--- config.mk ---
export PLATFORM = sky130hd
export DESIGN_NAME = audio_volume
export DESIGN_NICKNAME = d
export VERILOG_FILES = /design/src/rtl/audio_volume.sv
export SDC_FILE = /design/constraint.sdc
export NUM_CORES = 1
export LEC_CHECK = 0
export BUFFER_PORTS_ARGS = -buffer_cell sky130_fd_sc_hd__buf_2
export CAP_MARGIN = 20
export CORE_AREA = 2 2 264 240
export DETAILED_ROUTE_END_ITERATION = 7
export DIE_AREA = 0 0 266 242
export GPL_TIMING_DRIVEN = 1
export PLACE_DENSITY = 0.67
export SYNTH_ARGS = -nofsm -noshare
export SYNTH_HDL_FRONTEND = slang
export SYNTH_SLANG_ARGS = --single-unit
export TNS_END_PERCENT = 10
--- constraint.sdc ---
create_clock -name clk -period 10.6 [get_ports clk]
set_input_delay 1.59 -clock clk [delete_from_list [all_inputs] [get_ports clk]]
set_output_delay 1.59 -clock clk [all_outputs]
set_load 0.01 [all_outputs]
--- src/rtl/audio_volume.sv ---
// Volume stage: pops a sample, scales it by a ramped Q-format gain, shifts and pushes it.
// Optional output clamping with a sticky flag is enabled by defining AUDIO_VOLUME_SAT_EN.
module audio_volume #(
  parameter int unsigned DATA_WIDTH = 32,
  parameter int unsigned GAIN_WIDTH = 16,
  parameter int unsigned FRAC_BITS  = 10,
  parameter int unsigned OUT_SHIFT  = 4,
  parameter int unsigned RAMP_STEP  = 4,
  parameter int unsigned GAIN_RESET = 1024
) (
  input  logic                  clk,
  input  logic                  rst,
  output logic                  x_in_rd_en,
  input  logic                  x_in_empty,
  input  logic [DATA_WIDTH-1:0] x_in,
  output logic [DATA_WIDTH-1:0] y_out,
  output logic                  y_out_wr_en,
  input  logic                  y_out_full,
  input  logic [GAIN_WIDTH-1:0] gain_target,
  input  logic                  mute,
  output logic [GAIN_WIDTH-1:0] gain_cur,
  output logic                  sat_flag
);

  localparam int unsigned PW = DATA_WIDTH + GAIN_WIDTH + 1;
  localparam int unsigned RW = PW + OUT_SHIFT;

  localparam logic signed [PW-1:0]   RoundBias = PW'((1 << FRAC_BITS) - 1);
  localparam logic [GAIN_WIDTH:0]    Step      = (GAIN_WIDTH + 1)'(RAMP_STEP);
  localparam logic [GAIN_WIDTH-1:0]  GainInit  = GAIN_WIDTH'(GAIN_RESET);

  typedef enum logic [1:0] {StRead, StMult, StWrite} state_e;

  state_e                         state_q, state_d;
  logic signed [DATA_WIDTH-1:0]   x_q, x_d;
  logic signed [RW-1:0]           r_q, r_d;
  logic [GAIN_WIDTH-1:0]          gain_q, gain_d;

  logic signed [PW-1:0]           prod;
  logic signed [PW-1:0]           quot;
  logic signed [RW-1:0]           r_ext;
  logic [GAIN_WIDTH-1:0]          gain_tgt;
  logic [GAIN_WIDTH:0]            gain_diff;
  logic [GAIN_WIDTH-1:0]          gain_ramped;
  logic [DATA_WIDTH-1:0]          y_red;
  logic                           push;

  // ---------------- state register ----------------
  always_ff @(posedge clk or posedge rst) begin
    if (rst) begin
      state_q <= StRead;
      x_q     <= '0;
      r_q     <= '0;
      gain_q  <= GainInit;
    end else begin
      state_q <= state_d;
      x_q     <= x_d;
      r_q     <= r_d;
      gain_q  <= gain_d;
    end
  end

  // ---------------- datapath ----------------
  always_comb begin
    prod  = $signed(PW'(x_q)) * $signed({{(PW - GAIN_WIDTH){1'b0}}, gain_q});
    // Bias negatives so the arithmetic shift truncates toward zero.
    quot  = (prod + (prod[PW-1] ? RoundBias : '0)) >>> FRAC_BITS;
    r_ext = RW'(quot);
  end

  // Ramp toward the target without ever wrapping the gain register.
  always_comb begin
    gain_tgt    = mute ? '0 : gain_target;
    gain_diff   = '0;
    gain_ramped = gain_q;
    if (gain_q < gain_tgt) begin
      gain_diff   = {1'b0, gain_tgt} - {1'b0, gain_q};
      gain_ramped = (gain_diff > Step) ? gain_q + Step[GAIN_WIDTH-1:0] : gain_tgt;
    end else if (gain_q > gain_tgt) begin
      gain_diff   = {1'b0, gain_q} - {1'b0, gain_tgt};
      gain_ramped = (gain_diff > Step) ? gain_q - Step[GAIN_WIDTH-1:0] : gain_tgt;
    end
  end

  // ---------------- next-state ----------------
  always_comb begin
    state_d = state_q;
    x_d     = x_q;
    r_d     = r_q;
    gain_d  = gain_q;
    unique case (state_q)
      StRead: begin
        if (!x_in_empty) begin
          x_d     = x_in;
          state_d = StMult;
        end
      end
      StMult: begin
        r_d     = r_ext <<< OUT_SHIFT;
        state_d = StWrite;
      end
      StWrite: begin
        if (!y_out_full) begin
          gain_d  = gain_ramped;
          state_d = StRead;
        end
      end
      default: state_d = StRead;
    endcase
  end

  // ---------------- outputs ----------------
  always_comb begin
    x_in_rd_en  = (state_q == StRead) && !x_in_empty;
    push        = (state_q == StWrite) && !y_out_full;
    y_out_wr_en = push;
    y_out       = push ? y_red : '0;
    gain_cur    = gain_q;
  end

`ifdef AUDIO_VOLUME_SAT_EN
  localparam logic signed [RW-1:0] YMax = {{(RW - DATA_WIDTH + 1){1'b0}}, {(DATA_WIDTH - 1){1'b1}}};
  localparam logic signed [RW-1:0] YMin = {{(RW - DATA_WIDTH + 1){1'b1}}, {(DATA_WIDTH - 1){1'b0}}};

  logic sat_hi, sat_lo;
  logic sat_q, sat_d;

  always_comb begin
    sat_hi = r_q > YMax;
    sat_lo = r_q < YMin;
    if (sat_hi) begin
      y_red = {1'b0, {(DATA_WIDTH - 1){1'b1}}};
    end else if (sat_lo) begin
      y_red = {1'b1, {(DATA_WIDTH - 1){1'b0}}};
    end else begin
      y_red = r_q[DATA_WIDTH-1:0];
    end
    sat_d = sat_q | (push & (sat_hi | sat_lo));
  end

  always_ff @(posedge clk or posedge rst) begin
    if (rst) begin
      sat_q <= 1'b0;
    end else begin
      sat_q <= sat_d;
    end
  end

  assign sat_flag = sat_q;
`else
  logic unused_r_hi;

  assign y_red       = r_q[DATA_WIDTH-1:0];
  assign unused_r_hi = ^r_q[RW-1:DATA_WIDTH];
  assign sat_flag    = 1'b0;
`endif

endmodule

== After elaboration in Yosys (flattened, before gate mapping) ==
Index checks and enable logic that the tools add are counted.

* Output and inout port bits: 51
* Bits in registers: 78

* $add $sub $neg: 5
* Reduce and logical (&&, ||, !) cells: 9
* Multipliers: 1
* Bitwise operators: 2
* $lt $le $gt $ge: 4
* Equal/unequal tests: 4
* Multiplexer cells: 10

{| class="wikitable"
|+ Operators with widths
! cell !! count
|-
| $mux W16 || 5
|-
| $mul A32 B17 Y49 || 1
|-
| $add A38 B10 Y38 || 1
|-
| $gt A17 B3 Y1 const B || 2
|-
| $sub A16 B16 Y17 || 2
|-
| $mux W32 || 1
|-
| $add A16 B3 Y16 const B || 1
|-
| $gt A16 B16 Y1 || 1
|-
| $lt A16 B16 Y1 || 1
|-
| $sub A16 B3 Y16 const B || 1
|-
| $mux W10 || 1
|-
| $pmux W2 S3 || 1
|-
| $mux W2 || 2
|-
| $ne A2 B2 Y1 const B || 2
|-
| $reduce_and A2 Y1 || 2
|-
| $reduce_and A3 Y1 || 1
|-
| $eq A2 B1 Y1 const B || 1
|-
| $eq A2 B2 Y1 const B || 1
|-
| $logic_and A1 B1 Y1 || 2
|-
| $logic_not A1 Y1 || 2
|-
| $logic_not A2 Y1 || 1
|-
| $not A1 Y1 || 2
|-
| $reduce_bool A2 Y1 || 1
|}

== Logic depth before layout (Yosys ltp) ==
Gate-level depths: netlist of the first run.

* Depth after elaboration: 6
* Depth in mapped cells: 36
* Depth with buffers taken out: 34

== Worst setup path before layout of the first run ==
OpenSTA, ideal clock, no wires.

* Path kind: register to register
* Start: register gain_q[2], in the netlist gain_cur[2]
* End: register r_q[30]
* Cell stages (with the launch flop): 33
* Path slack: 2.022 ns
* Required time: 10.476 ns
* Clock period less this slack: 8.578 ns
* Data arrival time: 8.454 ns
* Cells stage by stage: dfrtp_1 clkbuf_1 clkbuf_1 nand2_1 fa_1 inv_1 fa_1 inv_1 fa_1 fa_1 fa_1 fa_1 inv_1 ha_1 nor3_1 o211ai_1 a21oi_1 a211oi_1 a211oi_4 xnor2_1 inv_1 ha_1 a21oi_1 o2111ai_1 a21oi_1 or4b_1 nand3_1 mux2i_4 o21ba_2 nand3_2 nor4_4 nor3b_1 a211o_1

* Cells in the longest elaborated chain, start to end: 3

{| class="wikitable"
|+ RTL lines
! what !! line !! text
|-
| from (decl) || 37 || <nowiki>logic [GAIN_WIDTH-1:0] gain_q, gain_d;</nowiki>
|-
| from (signal assigned) || 54 || <nowiki>gain_q <= GainInit;</nowiki>
|-
| from (signal assigned) || 59 || <nowiki>gain_q <= gain_d;</nowiki>
|-
| $mul A32 B17 Y49 (*) || 65 || <nowiki>prod = $signed(PW'(x_q)) * $signed({{(PW - GAIN_WIDTH){1'b0}}, gain_q});</nowiki>
|-
| $mux W10 || 67 || <nowiki>quot = (prod + (prod[PW-1] ? RoundBias : '0)) >>> FRAC_BITS;</nowiki>
|-
| $add A38 B10 Y38 (*) || 67 ||
|-
| to (signal assigned) || 58 || <nowiki>r_q <= r_d;</nowiki>
|-
| to (decl) || 36 || <nowiki>logic signed [RW-1:0] r_q, r_d;</nowiki>
|}

Mark *: on every way between the ends. The rest lies on a longest branch, timed or not.
A chain may end at the register's enable or synchronous reset.

== Worst setup path in the final report of the first run ==
* Start: register gain_q[8], in the netlist gain_cur[8]
* End: register r_q[30]

The elaborated chain is that of the path after synthesis.

==> results of run 1 <==
## routing by layer
layer	track usage	part of all wire	vias up
li1	-	-	8598
met1	0.2824	0.43	9611
met2	0.3667	0.48	552
met3	0.02694	0.057	109
met4	0.06609	0.029	0
met5	0	0	-
## registers in the layout (all words and copies together), names as in the netlist
signal    count
x_q          32
r_q          28
gain_cur     16
state_q       2
## per-stage QoR
stage / setup WS, ns / instances / hold WS [ns] / util
4_1_cts: 1.242 / 3628 / 0.4811 / 0.4200
6_report: 1.197 / 3628 / 0.4747 / 0.4200
3_3_place_gp: 1.392 / 3612 / 0.4579 / 0.4149
2_1_floorplan: 2.022 / 2834 / 0.4349 / -
5_1_grt: 0.5955 / 3628 / 0.4949 / 0.4200
3_5_place_dp: 1.256 / 3612 / 0.4619 / 0.4149
## how the worst min path moves through the flow
stage | from | end | slack (ns) | cells past startpoint
final | r_q[15] | r_q[15] | 0.47 | 2
after global routing | r_q[15] | r_q[15] | 0.49 | 2
after global placement | r_q[13] | r_q[13] | 0.46 | 2
after CTS | r_q[13] | r_q[13] | 0.48 | 2
after detailed placement | r_q[13] | r_q[13] | 0.46 | 2
after floorplan | r_q[4] | r_q[4] | 0.43 | 2
## cell usage after synthesis, types with 11 or more instances
master / n
nor3_1: 28
nor2b_1: 12
ha_1: 155
o21ai_0: 63
inv_1: 636
and2_1: 233
xnor2_1: 47
nand4_1: 24
clkbuf_1: 121
a211oi_1: 12
nand2b_1: 30
nor2_1: 66
buf_2: 18
dfrtp_1: 77
mux2_2: 38
o21a_1: 20
nand3_1: 24
o211ai_1: 13
a21oi_1: 72
a21o_1: 15
xor2_1: 24
nand2_1: 401
or3_1: 12
fa_1: 490
a211o_1: 11
mux2i_1: 11
## worst max-delay path, delay by kind of cell (launching register included)
kind            cells  cell delay (ns)
xor+xnor            1             0.28
buf+inv             6             0.86
compound gates      7             1.26
fa+ha+maj           8             3.79
flops               1             0.84
mux                 1             0.12
simple gates        9             2.12
## layout make-up
type	instances	area, um2
fillers	6106	35860
multi-input cells	1970	19590
inverters	636	2389
flip-flops and latches	78	1956
well taps	801	1002
repair buffers	127	720.7
clock buffers	9	225.2
clock inverters	7	88.84
## cells by family (layout without fill, tap and decap cells)
group / after synthesis / count (layout)
buffers and inverters: 786 / 779
AOI/OAI and AO/OA: 308 / 308
DFF: 78 / 78
and+or+nand+nor: 890 / 890
muxes: 51 / 51
other: 1 / 5
xor gates and xnor gates: 71 / 71
adders and majority gates: 645 / 645
==> impl_results.md, run 1 <==
- Post_cts resized: 0
- Sequential area share after synthesis: 0.07970
- Fin crit period: roughly 9.4 ns
- Fin area: 25,970 um2
- Adder-cell share of the synthesized area: 0.4794
- Max-slew headroom: 0.3352
- GP Congestion: just over 0.9
- Leading post-synthesis cells by cell area: fa_1 (40%), inv_1 (9.7%), ha_1 (7.9%), dfrtp_1 (7.9%), nand2_1 (6.1%)
- Share of cells above drive strength 1: 0.07959
- Period utilisation layout: 0.8871
- CP peak stage delay: 0.84 ns
- Mux cell area share after synthesis: 0.02349
- Crit path top cell by count: fa_1
- Actual slew at the worst max-slew pin: 0.9972 ns
- Die X: about 270 um
- Synth Area in Compound Gates: 0.08649
- Hold WC Path Type: reg2reg
- Critical path data required time: 10.85 ns
- Antenna viol nets, final: 0
- Synth Area in XOR/XNOR: 0.02538
- Largest family of logic cells by synthesized area: adder cells
- Clock Path Buffers: 2
- Placed cell area: 25,650 um2
- Synth Register Bits: between 70 and 80
- Tot GR Track Use: 0.2142
- H-tree lvl count: 3
- First-pass GRT wire length: about 110 mm
- Drt initial violations: around 1,300
- Path type of the worst setup path: reg2reg
- Largest area contributor in the netlist: fa_1
- 1st-pass router iterations: 5
- Via count: around 19,000
- Worst R2R Setup Slack: between 1 and 1.5 ns
- Nets@finish: between 3,000 and 4,000
- Number of synthesized flops with an enable pin: 0
- Via/cell ratio: roughly 5.2
- Detailed-route DRC error count: 0
- Setup_tns: 0 ns
- Hold-fix buffers at CTS: 0
- Total gr overflow: 0
- Root Buffer: clkbuf_16
- Crit-path slowest cell: dfrtp_1
- MaxCap Viol Count: 0
- Crit path arrival time: between 9 and 10 ns
- CP startpoint kind: flop
- Vias in the first global route: slightly above 20,000
- Crit path max fanout: 17
- R2R Path End: r_q[30]
- R2R Path Start: gain_cur[8]
- Mapped Avg Cell Area: between 8 and 9 um2
- Final Max Slew Viols: 0
- PortBufs: 98
- Initial core utilization: 0.3963
- Rows: 87
- Final WL: between 60 and 70 mm
- TritonCTS Buffers: 9
- Die area: 64,370 um2
- Final Hold Vio Count: 0
- Reg2Reg Depth: 32
- Distinct cell type count after synthesis: 91
- Main flop type after synthesis: dfrtp_1
- Synth Warn #: 0
- Clk_lat worst skew: 0.38 ns
- Clk sinks: a little under 80
- Outcome: finished clean
- Clock Skew: around 0.019 ns
- Async set or reset register ratio after synthesis: 1.000
- Die height: ~240 um
- CP Capture Type: flop
- Most common cell after layout, fill and taps aside: inv_1
- Mapped Cells: about 2,800
- Commonest cells after routing, fill and taps aside: inv_1 (635), fa_1 (490), nand2_1 (401)
- N_diodes: 0
- Crit path to: r_q[30]
- Endpoints failing setup: 0
- Mapped Area: ~25,000 um2
- Layout area overhead: 5.974%
- Io pins: ~100
- RSZ-0062 raised after global routing: no
- Initial antenna violation count: 0
- CTS tree: yes
- CTS clk-pin slew, worst paths: ~0.07 ns
- Detailed placement HPWL: roughly 53 mm
- Routed wire per std cell: about 18 um
- Setup Buffers After CTS: 0
- Area share of and/or/nand/nor cells after synthesis: 0.1829
- Worst setup path start: gain_cur[8]
- Pin count of the biggest net entering global routing: 59
- Core area: 61,830 um2
- Maximum clock frequency: 106.3 MHz
- Area share of the largest cell type after synthesis: 0.4003
Power of run 1 is not shown: default switching activity piles up to over one toggle a cycle in this logic, so the estimate is an artifact.
==> run 2, diff against run 1 <==
==> constraint.sdc (replaced) <==
create_clock -name clk -period 11 [get_ports clk]
set_input_delay 1.65 -clock clk [delete_from_list [all_inputs] [get_ports clk]]
set_output_delay 1.65 -clock clk [all_outputs]
set_load 0.01 [all_outputs]
==> run 2 against run 1 <==
  * Wire length shrank 2.2%
  * Die area is the same
  * Global-route usage shrank 0.36 points
  * The run now ends with design-rule violations left
  * Critical path type unchanged
  * Fmax shrank 0.77%
  * Sequential cell count is the same
  * Via count is essentially flat
  * Critical endpoint is now r_q[25]
  * Register-to-register slack gained 0.33 ns
  * Worst hold slack lost 0.0020 ns
  * Final area shrank 0.20%
  * Clock skew shrank 0.0018 ns
  * Non-clock buffer count shrank 7
==> impl_results.md, run 2 (synthesized netlist as in run 1, its figures left out) <==
- Share of cells above drive strength 1: 0.07730 (-0.002285)
- Crit path top cell by count: fa_1
- Hold path startpoint: r_q[13]
- Detailed placement HPWL: 51.57 mm (-2.0%)
- Path type of the worst setup path: reg2reg
- Clk_lat worst skew: 0.39 ns (about the same)
- Actual slew at the worst max-slew pin: 1.090 ns (+0.09289 ns)
- TritonCTS Buffers: 9 (unchanged)
- Final WL: 64.40 mm (-2.2%)
- Worst R2R Setup Slack: 1.52 ns (+0.33 ns)
- Max reg flops: 32 (unchanged)
- Initial antenna violation count: 1 (+1)
- Vias in the first global route: 20,110 (-0.89%)
- CP peak stage delay: 0.97 ns (+0.13 ns)
- Final Hold Vio Count: 0 (unchanged)
- CTS tree: yes
- Commonest cells after routing, fill and taps aside: inv_1 (635), fa_1 (490), nand2_1 (401)
- PortBufs: 98 (unchanged)
- Routed wire per std cell: 17.79 um (-2.0%)
- H-tree lvl count: 3 (unchanged)
- Layout area overhead: 5.759%
- Clk sinks: 78 (unchanged)
- Crit path arrival time: 9.71 ns (+0.06 ns)
- Die X: 266 um (unchanged)
- FILL cells: 6,210 (+1.7%)
- Die area: 64,370 um2 (unchanged)
- Fin crit period: 9.476 ns (+0.07326 ns)
- 1st-pass router iterations: 7 (+2)
- R2R Path End: r_q[25]
- Clock Path Buffers: 2 (unchanged)
- N_diodes: 0 (unchanged)
- GP Congestion: 0.9169 (+0.48%)
- Final Max Slew Viols: 0 (unchanged)
- Hold-fix buffers at CTS: 0 (unchanged)
- Clock Skew: 0.01678 ns (-0.001816 ns)
- Final core utilization: 0.4192 (-0.0008500)
- Hold path depth: 2 (unchanged)
- Core area: 61,830 um2 (unchanged)
- Total gr overflow: 0 (unchanged)
- Failing checks: design-rule violations
- CP Capture Type: flop
- Pin count of the biggest net entering global routing: 59 (unchanged)
- Setup_tns: 0 ns (unchanged)
- Detailed-route DRC error count: 1 (+1)
- Drt initial violations: 1,445 (+11%)
- Setup Buffers After CTS: 0 (unchanged)
- Post_cts resized: 0 (unchanged)
- Initial core utilization: 0.3963 (unchanged)
- Outcome: finished, violations left
- Period utilisation layout: 0.8615 (-0.02560)
- Via/cell ratio: 5.214 (+0.25%)
- Tot GR Track Use: 0.2106 (-0.003595)
- MaxCap Viol Count: 0 (unchanged)
- Maximum clock frequency: 105.5 MHz (-0.77%)
- Io pins: 104 (unchanged)
- Max-slew headroom: 0.2732 (-0.06193)
- Top reg by flops: x_q
- WHS Endpoint: r_q[13]
- Via count: 18,880 (+0.053%)
- Root Buffer: clkbuf_16
- Rows: 87 (unchanged)
- CTS clk-pin slew, worst paths: 0.08 ns (about the same)
- Endpoints failing setup: 0 (unchanged)
- Die height: 242 um (unchanged)
- RSZ-0062 raised after global routing: no
- Critical path data required time: 11.24 ns (+0.39 ns)
- Antenna viol nets, final: 0 (unchanged)
- Crit path max fanout: 23 (+6)
- First-pass GRT wire length: 107.6 mm (-2.0%)
- CP startpoint kind: flop
- Reg2Reg Depth: 30 (-6.3%)
- R2R Path Start: gain_cur[3]
- Most common cell after layout, fill and taps aside: inv_1
- Crit-path slowest cell: dfrtp_1
- Hold WC Path Type: reg2reg
- Nets@finish: 3,513 (-0.20%)
-- run 2: changes by cell type in the layout (fill, tap and decap cells not counted) --
cell      previous run  this run
inv_6                1         2
clkinv_4             1         0
buf_4               28        21
-- run 2: layout make-up --
type | count | area [um2] | share of cell area
clock inverter | 7 | 88.84 | 0.003428
inverter | 636 | 2389 | 0.09216
timing repair buffer | 120 | 668.1 | 0.02578
multi-input combinational | 1970 | 19590 | 0.7558
clock buffer | 9 | 225.2 | 0.008690
sequential | 78 | 1956 | 0.07546
tap | 801 | 1002 | 0.03867
-- run 2: critical path: cells and delay by family, from the launching register on --
kind	cells	cell delay, ns
compound gates	11	1.89
xor+xnor	2	0.45
fa+ha+maj	8	4.20
buf+inv	4	0.37
flops	1	0.97
mux	1	0.23
simple gates	4	1.18
-- run 2: through the flow --
stage	std cells	setup slack, ns	instance area [um2]	hold slack [ns]
floorplan	2834	2.422	24520	0.4349
global placement	3605	1.679	25600	0.4567
detailed placement	3605	1.600	25600	0.4614
CTS	3621	1.579	25920	0.4801
global route	3621	0.8782	25920	0.5027
finish	3621	1.524	25920	0.4727
-- run 2: worst max-delay path by stage --
stage	endpoint	start	cells past startpoint
floorplan	r_q[30]	gain_cur[2]	32
global placement	r_q[30]	gain_cur[3]	30
detailed placement	r_q[10]	gain_cur[3]	30
CTS	r_q[10]	gain_cur[3]	30
global route	r_q[26]	gain_cur[3]	30
finish	r_q[25]	gain_cur[3]	30
-- run 2: metal layers --
layer,track usage,share of wire,vias up
met5,0,0,-
li1,-,-,8588
met1,0.2782,0.43,9624
met3,0.02175,0.049,113
met4,0.05915,0.026,0
met2,0.3662,0.50,555
Power of run 2 is left out for the same reason.
==> run 3, diff against run 2 <==
--- a/config.mk
+++ b/config.mk
@@ -5,13 +5,13 @@
 export SDC_FILE = /design/constraint.sdc
 export NUM_CORES = 1
 export LEC_CHECK = 0
-export BUFFER_PORTS_ARGS = -buffer_cell sky130_fd_sc_hd__buf_2
 export CAP_MARGIN = 20
 export CORE_AREA = 2 2 264 240
 export DETAILED_ROUTE_END_ITERATION = 7
 export DIE_AREA = 0 0 266 242
+export DONT_BUFFER_PORTS = 1
 export GPL_TIMING_DRIVEN = 1
-export PLACE_DENSITY = 0.67
+export PLACE_DENSITY = 0.65
 export SYNTH_ARGS = -nofsm -noshare
 export SYNTH_HDL_FRONTEND = slang
 export SYNTH_SLANG_ARGS = --single-unit
==> run 3 against run 2 <==
  * The run now ends clean
  * Critical path depth did not move
  * Core utilization fell by 0.77 points
  * Global-route usage rose by 0.40 points
  * Register-to-register slack got worse by 0.04 ns
  * Via count fell by 1.6%
  * First-iteration DRC count fell by 14%
  * Critical path type unchanged
  * Critical endpoint is now r_q[30]
==> impl_results.md, run 3 (synthesized netlist as in run 1, its figures left out) <==
- Fin crit period: 9.513 ns (+0.03679 ns)
- Post_cts resized: 0 (unchanged)
- CP peak stage delay: 1.11 ns (+0.14 ns)
- Clock Path Buffers: 2 (unchanged)
- Hold WC Path Type: reg2reg
- Vias in the first global route: 20,150 (+0.18%)
- Die area: 64,370 um2 (unchanged)
- Rows: 87 (unchanged)
- Final WL: 65.11 mm (+1.1%)
- Final cell count without fillers: 3,529 (-2.5%)
- Max-slew headroom: 0.2379 (-0.03535)
- Via/cell ratio: 5.265 (+0.98%)
- Hold-fix buffers at CTS: 0 (unchanged)
- Dpl cells: 3,510 (-2.6%)
- CP startpoint kind: flop
- Top reg by flops: x_q
- Io pins: 104 (unchanged)
- TritonCTS Buffers: 9 (unchanged)
- Actual slew at the worst max-slew pin: 1.143 ns (+0.05302 ns)
- First-pass GRT wire length: 108.7 mm (+1.0%)
- PortBufs: 0 (-100%)
- Detailed-route DRC error count: 0 (-1)
- GR Util met3: 0.03151 (+0.009758)
- GP Congestion: 0.9308 (+1.5%)
- Tot GR Track Use: 0.2146 (+0.003989)
- Drt initial violations: 1,244 (-14%)
- Setup_tns: 0 ns (unchanged)
- Crit path arrival time: 9.78 ns (+0.07 ns)
- Detailed placement HPWL: 51.84 mm (+0.51%)
- FILL cells: 6,268 (+0.93%)
- Initial antenna violation count: 3 (+2)
- Maximum clock frequency: 105.1 MHz (-0.39%)
- Path type of the worst setup path: reg2reg
- Outcome: finished clean
- Via count: 18,580 (-1.6%)
- Setup WS post-layout: 1.487 ns (-0.03679 ns)
- Max reg flops: 32 (unchanged)
- Final Hold Vio Count: 0 (unchanged)
- Clk sinks: 78 (unchanged)
- Crit-path slowest cell: dfrtp_1
- Total gr overflow: 0 (unchanged)
- Most Crowded Layer GR: met2
- CP Capture Type: flop
- Pre-CTS WS: 1.501 ns (-0.09836 ns)
- Root Buffer: clkbuf_16
- Final core utilization: 0.4115 (-0.007690)
- GRT met1 Usage: 0.2775 (-0.0006853)
- Commonest cells after routing, fill and taps aside: inv_1 (635), fa_1 (490), nand2_1 (401)
- Clock Skew: 0.01465 ns (-0.002121 ns)
- Initial core utilization: 0.3963 (unchanged)
- Crit path top cell by count: fa_1
- RSZ-0062 raised after global routing: no
- Share of cells above drive strength 1: 0.04440 (-0.03290)
- Final Max Slew Viols: 0 (unchanged)
- Setup Buffers After CTS: 0 (unchanged)
- Period utilisation layout: 0.8648 (+0.003345)
- Core area: 61,830 um2 (unchanged)
- Most common cell after layout, fill and taps aside: inv_1
- Antenna viol nets, final: 0 (unchanged)
- Die height: 242 um (unchanged)
- Nets@finish: 3,418 (-2.7%)
- H-tree lvl count: 3 (unchanged)
- CTS clk-pin slew, worst paths: 0.08 ns (about the same)
- Crit path max fanout: 20 (-13%)
- Critical path data required time: 11.26 ns (+0.02 ns)
- Grt met2 use: 0.3638 (-0.002457)
- MaxCap Viol Count: 0 (unchanged)
- Pin count of the biggest net entering global routing: 66 (+12%)
- CTS tree: yes
- Layout area overhead: 3.819%
- Die X: 266 um (unchanged)
- Routed wire per std cell: 18.45 um (+3.7%)
- Endpoints failing setup: 0 (unchanged)
- 1st-pass router iterations: 5 (-2)
- Clk_lat worst skew: 0.39 ns (about the same)
[run 3: cell count changes in the layout (fill, tap and decap cells not counted)]
cell,change
clkinv_4,+1
dfrtp_1,+2
buf_2,-98
dfrtp_2,-2
diode_2,+3
inv_6,-1
buf_4,+4
buf_12,-1
[run 3: critical path, delay by kind of cell (launching register included)]
kind	cells	cell delay, ns
simple gates	7	1.43
compound gates	9	1.83
buf+inv	4	0.41
flops	1	1.11
fa+ha+maj	8	4.26
xor+xnor	1	0.22
mux	1	0.11
[run 3: path summary, 6_finish.rpt]
kind                              from            to  slack, ns  cells after the start
setup / recovery           gain_cur[7]       r_q[30]       1.49                     30
min in group asynchronous          rst        r_q[8]       1.06                      1
setup reg to reg           gain_cur[7]       r_q[30]       1.49                     30
max in group asynchronous          rst  gain_cur[15]       8.70                      2
hold reg to reg                 r_q[4]        r_q[4]       0.47                      2
hold / removal                  r_q[4]        r_q[4]       0.47                      2
[run 3: cell type report]
type                            count  area [um2]  share of cell area
Timing Repair Buffer               25       187.7            0.007377
Tap cell                          801        1002             0.03939
Multi-Input combinational cell   1970       19590              0.7699
Clock buffer                        9       225.2            0.008853
Clock inverter                      7       88.84            0.003492
Sequential cell                    78        1953             0.07677
Inverter                          636        2389             0.09389
Antenna cell                        3       7.507           0.0002951
[run 3: through the flow]
step,cell area (um2),hold slack [ns]
2_1_floorplan,24520,0.4349
3_3_place_gp,25120,0.4576
3_5_place_dp,25120,0.4614
4_1_cts,25430,0.4822
5_1_grt,25440,0.5115
6_report,25440,0.4729
[run 3: layer usage]
layer,vias up,part of all wire
li1,8408,-
met1,9519,0.42
met2,530,0.49
met3,124,0.052
met4,0,0.035
met5,-,0
Power of run 3 is left out for the same reason.
